==> config.mk <==
export PLATFORM = sky130hd
export DESIGN_NAME = uart_rx_deserializer
export DESIGN_NICKNAME = d
export VERILOG_FILES = /design/src/rtl/uart_rx_deserializer.sv
export SDC_FILE = /design/constraint.sdc
export NUM_CORES = 1
export LEC_CHECK = 0
export ABC_AREA = 1
export CORE_MARGIN = 2
export CORE_UTILIZATION = 52
export CTS_BUF_LIST = sky130_fd_sc_hd__clkbuf_16
export DETAILED_ROUTE_END_ITERATION = 7
export GPL_TIMING_DRIVEN = 0
export HOLD_SLACK_MARGIN = 0.1
export PLACE_DENSITY = 0.75
export SLEW_MARGIN = 25
export SYNTH_ARGS = -nofsm -noshare
export SYNTH_HDL_FRONTEND = slang
export SYNTH_SLANG_ARGS = --single-unit
==> constraint.sdc <==
create_clock -name clk -period 1.4 [get_ports clk]
set_clock_uncertainty 0.05 [all_clocks]
set_input_delay 0.35 -clock clk [delete_from_list [all_inputs] [get_ports clk]]
set_output_delay 0.35 -clock clk [all_outputs]
set_load 0.02 [all_outputs]
==> src/rtl/uart_rx_deserializer.sv <==
// -----------------------------------------------------------------------------
// uart_rx_deserializer
//
// Serial-to-parallel UART receiver for 8N1-style frames (LSB first, no parity,
// one stop bit). The asynchronous rx line passes through a two-flop
// synchroniser. The start bit is validated at mid-bit, and each data bit and
// the stop bit are then sampled one bit period apart, so every sample falls
// near the centre of its bit. A completed word goes into a one-word holding
// register that is presented on a valid/ready port.
//
// The bit period matches the transmit serializer, so a tx->rx loopback with
// identical parameters round-trips every word.
//
// Parameters
//   CLOCKS_PER_PULSE  clock cycles per bit period (P), must be >= 4
//   BITS_PER_WORD     data bits per frame (N)
//
// Ports
//   clk        single clock, rising edge
//   rstn       asynchronous active-low reset
//   rx         asynchronous serial input, idles high
//   m_data     received word, stable while m_valid is high
//   m_valid    a word is available
//   m_ready    consumer accepts the word when m_valid && m_ready
//   frame_err  one-cycle pulse when the stop bit is sampled low
//   overrun    one-cycle pulse when a completed word is dropped
//   busy       high whenever the FSM is not idle
//
// FSM states
//   state    | meaning
//   ---------+-------------------------------------------------------------
//   ST_IDLE  | line idle, waiting for a falling edge on rx_s
//   ST_START | timing half a bit period to re-check the start bit
//   ST_DATA  | sampling N data bits, one per bit period
//   ST_STOP  | sampling the stop bit, then delivering the word or flagging
//   ST_BREAK | stop bit was low; wait for the line to return high
// -----------------------------------------------------------------------------
module uart_rx_deserializer #(
  parameter int CLOCKS_PER_PULSE = 5208,
  parameter int BITS_PER_WORD    = 8
) (
  input  logic                     clk,
  input  logic                     rstn,
  input  logic                     rx,
  output logic [BITS_PER_WORD-1:0] m_data,
  output logic                     m_valid,
  input  logic                     m_ready,
  output logic                     frame_err,
  output logic                     overrun,
  output logic                     busy
);

  localparam int P  = CLOCKS_PER_PULSE;
  localparam int N  = BITS_PER_WORD;
  localparam int CW = $clog2(P);
  localparam int BW = $clog2(N + 1);

  // Compare values for the bit-period counter and the data-bit counter.
  localparam logic [CW-1:0] CNT_LAST = CW'(P - 1);
  localparam logic [CW-1:0] CNT_MID  = CW'(P / 2 - 1);
  localparam logic [BW-1:0] BIT_LAST = BW'(N - 1);

  typedef enum logic [2:0] {
    ST_IDLE,
    ST_START,
    ST_DATA,
    ST_STOP,
    ST_BREAK
  } state_t;

  state_t        state_q, state_d;
  logic [CW-1:0] clk_cnt_q, clk_cnt_d;
  logic [BW-1:0] bit_cnt_q, bit_cnt_d;
  logic [N-1:0]  shift_q, shift_d;

  logic rx_meta;
  logic rx_s;
  logic cnt_last;
  logic word_done;
  logic stop_bad;

  // ---------------------------------------------------------------------------
  // Input synchroniser. Both flops reset to the idle level, so leaving reset
  // can never look like a start bit.
  // ---------------------------------------------------------------------------
  always_ff @(posedge clk or negedge rstn) begin
    if (!rstn) begin
      rx_meta <= 1'b1;
      rx_s    <= 1'b1;
    end else begin
      rx_meta <= rx;
      rx_s    <= rx_meta;
    end
  end

  // ---------------------------------------------------------------------------
  // FSM, counters and shift register: state registers
  // ---------------------------------------------------------------------------
  always_ff @(posedge clk or negedge rstn) begin
    if (!rstn) begin
      state_q   <= ST_IDLE;
      clk_cnt_q <= '0;
      bit_cnt_q <= '0;
      shift_q   <= '0;
    end else begin
      state_q   <= state_d;
      clk_cnt_q <= clk_cnt_d;
      bit_cnt_q <= bit_cnt_d;
      shift_q   <= shift_d;
    end
  end

  assign cnt_last = (clk_cnt_q == CNT_LAST);

  // ---------------------------------------------------------------------------
  // FSM next-state logic
  // ---------------------------------------------------------------------------
  always_comb begin
    state_d   = state_q;
    clk_cnt_d = clk_cnt_q;
    bit_cnt_d = bit_cnt_q;
    shift_d   = shift_q;
    word_done = 1'b0;
    stop_bad  = 1'b0;

    case (state_q)
      ST_IDLE: begin
        clk_cnt_d = '0;
        if (!rx_s) begin
          state_d = ST_START;
        end
      end

      ST_START: begin
        if (clk_cnt_q == CNT_MID) begin
          clk_cnt_d = '0;
          if (!rx_s) begin
            // Still low at mid-bit: a genuine start bit. Data samples
            // follow at whole bit periods from here.
            bit_cnt_d = '0;
            state_d   = ST_DATA;
          end else begin
            // Line went back high before mid-bit: a glitch, ignore it.
            state_d = ST_IDLE;
          end
        end else begin
          clk_cnt_d = clk_cnt_q + CW'(1);
        end
      end

      ST_DATA: begin
        if (cnt_last) begin
          clk_cnt_d = '0;
          // New sample enters at the MSB; after N samples the first bit
          // received (bit 0) has reached the LSB.
          shift_d   = N'({rx_s, shift_q} >> 1);
          bit_cnt_d = bit_cnt_q + BW'(1);
          if (bit_cnt_q == BIT_LAST) begin
            state_d = ST_STOP;
          end
        end else begin
          clk_cnt_d = clk_cnt_q + CW'(1);
        end
      end

      ST_STOP: begin
        if (cnt_last) begin
          clk_cnt_d = '0;
          if (rx_s) begin
            // Back to idle half a bit early so that a start bit following
            // this stop bit directly is caught.
            word_done = 1'b1;
            state_d   = ST_IDLE;
          end else begin
            stop_bad = 1'b1;
            state_d  = ST_BREAK;
          end
        end else begin
          clk_cnt_d = clk_cnt_q + CW'(1);
        end
      end

      ST_BREAK: begin
        // A line held low must go high before a new start can be seen.
        clk_cnt_d = '0;
        if (rx_s) begin
          state_d = ST_IDLE;
        end
      end

      default: begin
        state_d   = ST_IDLE;
        clk_cnt_d = '0;
        bit_cnt_d = '0;
      end
    endcase
  end

  assign busy = (state_q != ST_IDLE);

  // ---------------------------------------------------------------------------
  // Output holding register and status pulses
  // ---------------------------------------------------------------------------
  always_ff @(posedge clk or negedge rstn) begin
    if (!rstn) begin
      m_data    <= '0;
      m_valid   <= 1'b0;
      frame_err <= 1'b0;
      overrun   <= 1'b0;
    end else begin
      frame_err <= stop_bad;
      overrun   <= 1'b0;
      if (word_done) begin
        if (!m_valid || m_ready) begin
          // Holding register empty, or the old word leaves this cycle.
          m_data  <= shift_q;
          m_valid <= 1'b1;
        end else begin
          // Consumer stalled: keep the old word and drop the new one.
          overrun <= 1'b1;
        end
      end else if (m_valid && m_ready) begin
        m_valid <= 1'b0;
      end
    end
  end

endmodule

==> implementation parameters <==
Parameter                              Value

Timing
  Final worst-path setup slack ... -0.115 ns
  Worst slew margin relative to its limit ... 80.1%
  Clock period minus worst slack ... 1.52 ns
  Transition time at the pin with the least slew margin ... a little under 0.3 ns
  Final setup violating endpoints ... 35
  Max-slew violation count ... 0
  Final Cycle Share ... 108%
  Maximum clock frequency ... 660 MHz
  RSZ-0062 raised after global routing ... true
  Number of hold-slack violations in the final timing report ... 0

Clock tree
  Clock-pin slew reported for the worst setup and hold paths after clock tree synthesis ... ~0.060 ns
  Clock root cell ... sky130_fd_sc_hd__clkbuf_16
  Cts bufs inserted ... 5
  Insertion delay to the later sink of the worst-skew pair ... between 0.2 and 0.3 ns
  Number of sinks handled by clock tree synthesis ... 41
  TritonCTS clock tree ... yes
  Maximum buffer depth of the clock tree ... 2
  H-Tree Level Count ... 2

Power
  Worst IR Drop VDD ... 0.000907 V
  Power per Cell Area ... roughly 830 mW/mm^2
  Overall power ... approximately 2.3 mW
  Leakage Power ... approximately 1.4 nW

Setup path
  Worst EP required ... about 1.5 ns
  Worst setup path startpoint ... clk_cnt_q[11]
  Highest net fanout along the worst path ... 6
  Worst path most repeated cell ... sky130_fd_sc_hd__nand2_8
  Highest cell delay on the worst timing path ... a little over 0.4 ns
  Reg2reg end ... clk_cnt_q[3]
  Top cell family by delay on the critical path ... simple AND/OR/NAND/NOR gates
  Combined buffer and inverter count along the critical path ... 3
  Critical Path Stages ... 9
  Critical-path cell with the highest stage delay ... sky130_fd_sc_hd__dfrtp_1
  Crit path capture type ... flip-flop
  Critical R2R Launch ... clk_cnt_q[11]
  Data arrival, critical path ... about 1.6 ns
  Category of the worst setup path launch point ... flip-flop
  Critical path cell sequence ... inv_2 > nand2_1 > nor2_2 > nand3_4 > buf_6 > nand2_8 > nand2_8 > clkinvlp_4 > nor2_1
  Internal reg-to-reg setup slack ... -0.12 ns
  Kind of critical path ... reg -> reg
  Number of cells on the worst reg-to-reg path ... 9

Run status
  Status ... finished with violations
  Failing checks ... setup timing

Floorplanning
  Starting utilization of the core area ... between 50 and 60%
  Die outline area ... 0.00440 mm^2
  Area inside the core boundary ... 0.00369 mm^2
  Number of standard-cell rows in the floorplan ... 22
  Io pins ... 16
  Die boundary width ... 66.4 um
  Die Span Y ... approximately 66 um

Hold path
  Worst hold stages ... 0
  Worst hold path type ... reg -> reg
  End of the worst hold path ... rx_s
  Startpoint of the worst hold path ... rx_meta

Drt
  Total Wirelength ... around 4.4 mm
  Routed wirelength normalized by instance count ... roughly 13 um
  Number of DRC violations after detailed routing ... 0
  TritonRoute pass-1 iters ... 4
  Average via count per standard cell ... between 5 and 6
  Via count ... ~1700
  Antenna viol nets, final ... 0
  First-iteration detailed-routing DRC count ... 109

Layout
  Storage cell area ... between 0.001 and 0.0015 mm^2
  Area Growth Syn to Fin ... 36.5%
  Multi-input combinational cell area ... 998 um^2
  Fraction of final layout cells sized beyond drive strength 1 ... between 30% and 40%
  # nets final ... around 300
  Antenna Cells ... 0
  Filler Cells Inserted ... around 270
  Design Area, Final ... 0.00276 mm^2

Synth
  Cell area after synthesis ... approximately 0.002 mm^2
  Number of enable-type register cells in the synthesized netlist ... 0
  Share of the synthesized area in the top cell type ... between 40 and 50%
  Count of distinct cell types in the synthesized netlist ... 21
  Sequential cell area fraction in the yosys report ... around 50%
  Syn_nets ... ~250
  Total number of yosys warnings ... 0
  Cell accounting for the most synthesized area ... sky130_fd_sc_hd__dfrtp_1
  Gate Count Post-Synth ... 246
  Average size of a mapped cell ... around 8.2 um^2
  Top FF cell, synth ... sky130_fd_sc_hd__dfrtp_1
  Area contributors post-synth ... sky130_fd_sc_hd__dfrtp_1 48%, sky130_fd_sc_hd__nand2_1 13%, sky130_fd_sc_hd__inv_1 6.3%
  Async set-reset flop share out of synthesis ... 100%
  Number of register bits inferred by synthesis ... 41

Place
  Worst setup slack after placement ... -0.275 ns
  Input/output buffers ... 15
  GPL Wtd Cong ... roughly 0.84
  Area after DPL ... 0.00226 mm^2
  DP HPWL ... 2.76 mm

Job
  # Max-Cap Violations ... 0

GRT
  All-layer global routing usage ... a little under a quarter
  Congestion Overflow GR ... 0
  Antenna violations before repair ... 0
  Wire length of the first global-routing pass ... around 7.6 mm
  Number of global-route vias before repair ... 1711
  Largest net degree at the start of global routing ... 32
## sequential cells by signal, summed over array words and instances, names as in the netlist, 3 cells and up
name and flops:
m_data 8, state_q 3, bit_cnt_q 4, clk_cnt_q 13
shift_q 8
## layout make-up
type,instances,share of cell area [%]
Buffer,2,1.13
Clock buffer,5,4.53
Clock inverter,3,0.408
Inverter,39,5.58
Multi-Input combinational cell,164,36.2
Sequential cell,41,37.3
Tap cell,48,2.18
Timing Repair Buffer,36,12.4
Timing Repair inverter,1,0.272
## power by group
| group | leakage, nW | switching (mW) | internal [mW] |
|---|---|---|---|
| Sequential | 0.551 | 0.00232 | 1.19 |
| Clock | 0.0776 | 0.423 | 0.640 |
| Combinational | 0.732 | 0.0288 | 0.0148 |
## through the flow
step,util (%),std cells,setup TNS [ns],hold slack (ns)
after floorplan,-,246,-0.0285,0.00441
after global placement,60.8,309,-49.26,0.296
after detailed placement,61.2,310,-5.42,0.199
after CTS,72.7,333,-3.24,0.311
after global routing,74.8,339,-6.36,0.316
final,74.8,339,-3.01,0.314
## what timing repair did
action	4_1_cts	5_1_grt
gates cloned	3	0
endpoints found under the setup margin	46	41
gates resized for setup	71	22
hold buffers	1	0
hold endpoints to repair	10	0
setup buffers	11	6
pin swaps	7	9
## metal layers
layer	part of all wire (%)	track usage (%)	vias to the layer above
li1	-	-	848
met1	39	25.2	823
met2	57	43.8	20
met3	2.2	4.09	7
met4	1.4	7.65	0
met5	0	0	-
## placed cells by master, fill, tap and decap left out, drive strengths merged, types with 2 or more instances in the layout
| cell type | n |
|---|---|
| dfstp | 2 |
| dlygate4sd2 | 3 |
| nand2 | 76 |
| nand3 | 14 |
| clkdlybuf4s15 | 6 |
| nand4 | 7 |
| dfrtp | 39 |
| ha | 2 |
| inv | 41 |
| xor2 | 5 |
| nor2 | 37 |
| buf | 24 |
| clkdlybuf4s50 | 2 |
| clkbuf | 7 |
| o21ai | 21 |
## synthesized netlist by cell type (3+ instances only)
library cell / number
sky130_fd_sc_hd__nand2_1: 72
sky130_fd_sc_hd__dfrtp_1: 39
sky130_fd_sc_hd__inv_1: 34
sky130_fd_sc_hd__nor2_1: 30
sky130_fd_sc_hd__nand3_1: 12
sky130_fd_sc_hd__o21ai_0: 11
sky130_fd_sc_hd__o21ai_2: 8
sky130_fd_sc_hd__nand4_1: 7
sky130_fd_sc_hd__xor2_1: 5
sky130_fd_sc_hd__inv_2: 4
sky130_fd_sc_hd__nand2_2: 4
sky130_fd_sc_hd__nor2_2: 4
sky130_fd_sc_hd__nor2_4: 3
## cell families (layout without fill, tap and decap cells)
logic type,count (synthesis),after routing,synth area share (%)
and+or+nand+nor,134,134,29.9
DFF,41,41,50.9
buffers and inverters,41,86,8.42
AOI/OAI and AO/OA,22,22,6.93
xor gates and xnor gates,6,6,2.60
adders and majority gates,2,2,1.24
## worst max-delay path by stage
stage                        end  slack (ns)
floorplan              m_data[3]       -0.01
global placement    bit_cnt_q[1]       -1.10
detailed placement          busy       -0.27
CTS                    m_data[4]       -0.12
global route        clk_cnt_q[8]       -0.21
finish              clk_cnt_q[3]       -0.12
Power figures use the tool's default switching activity.
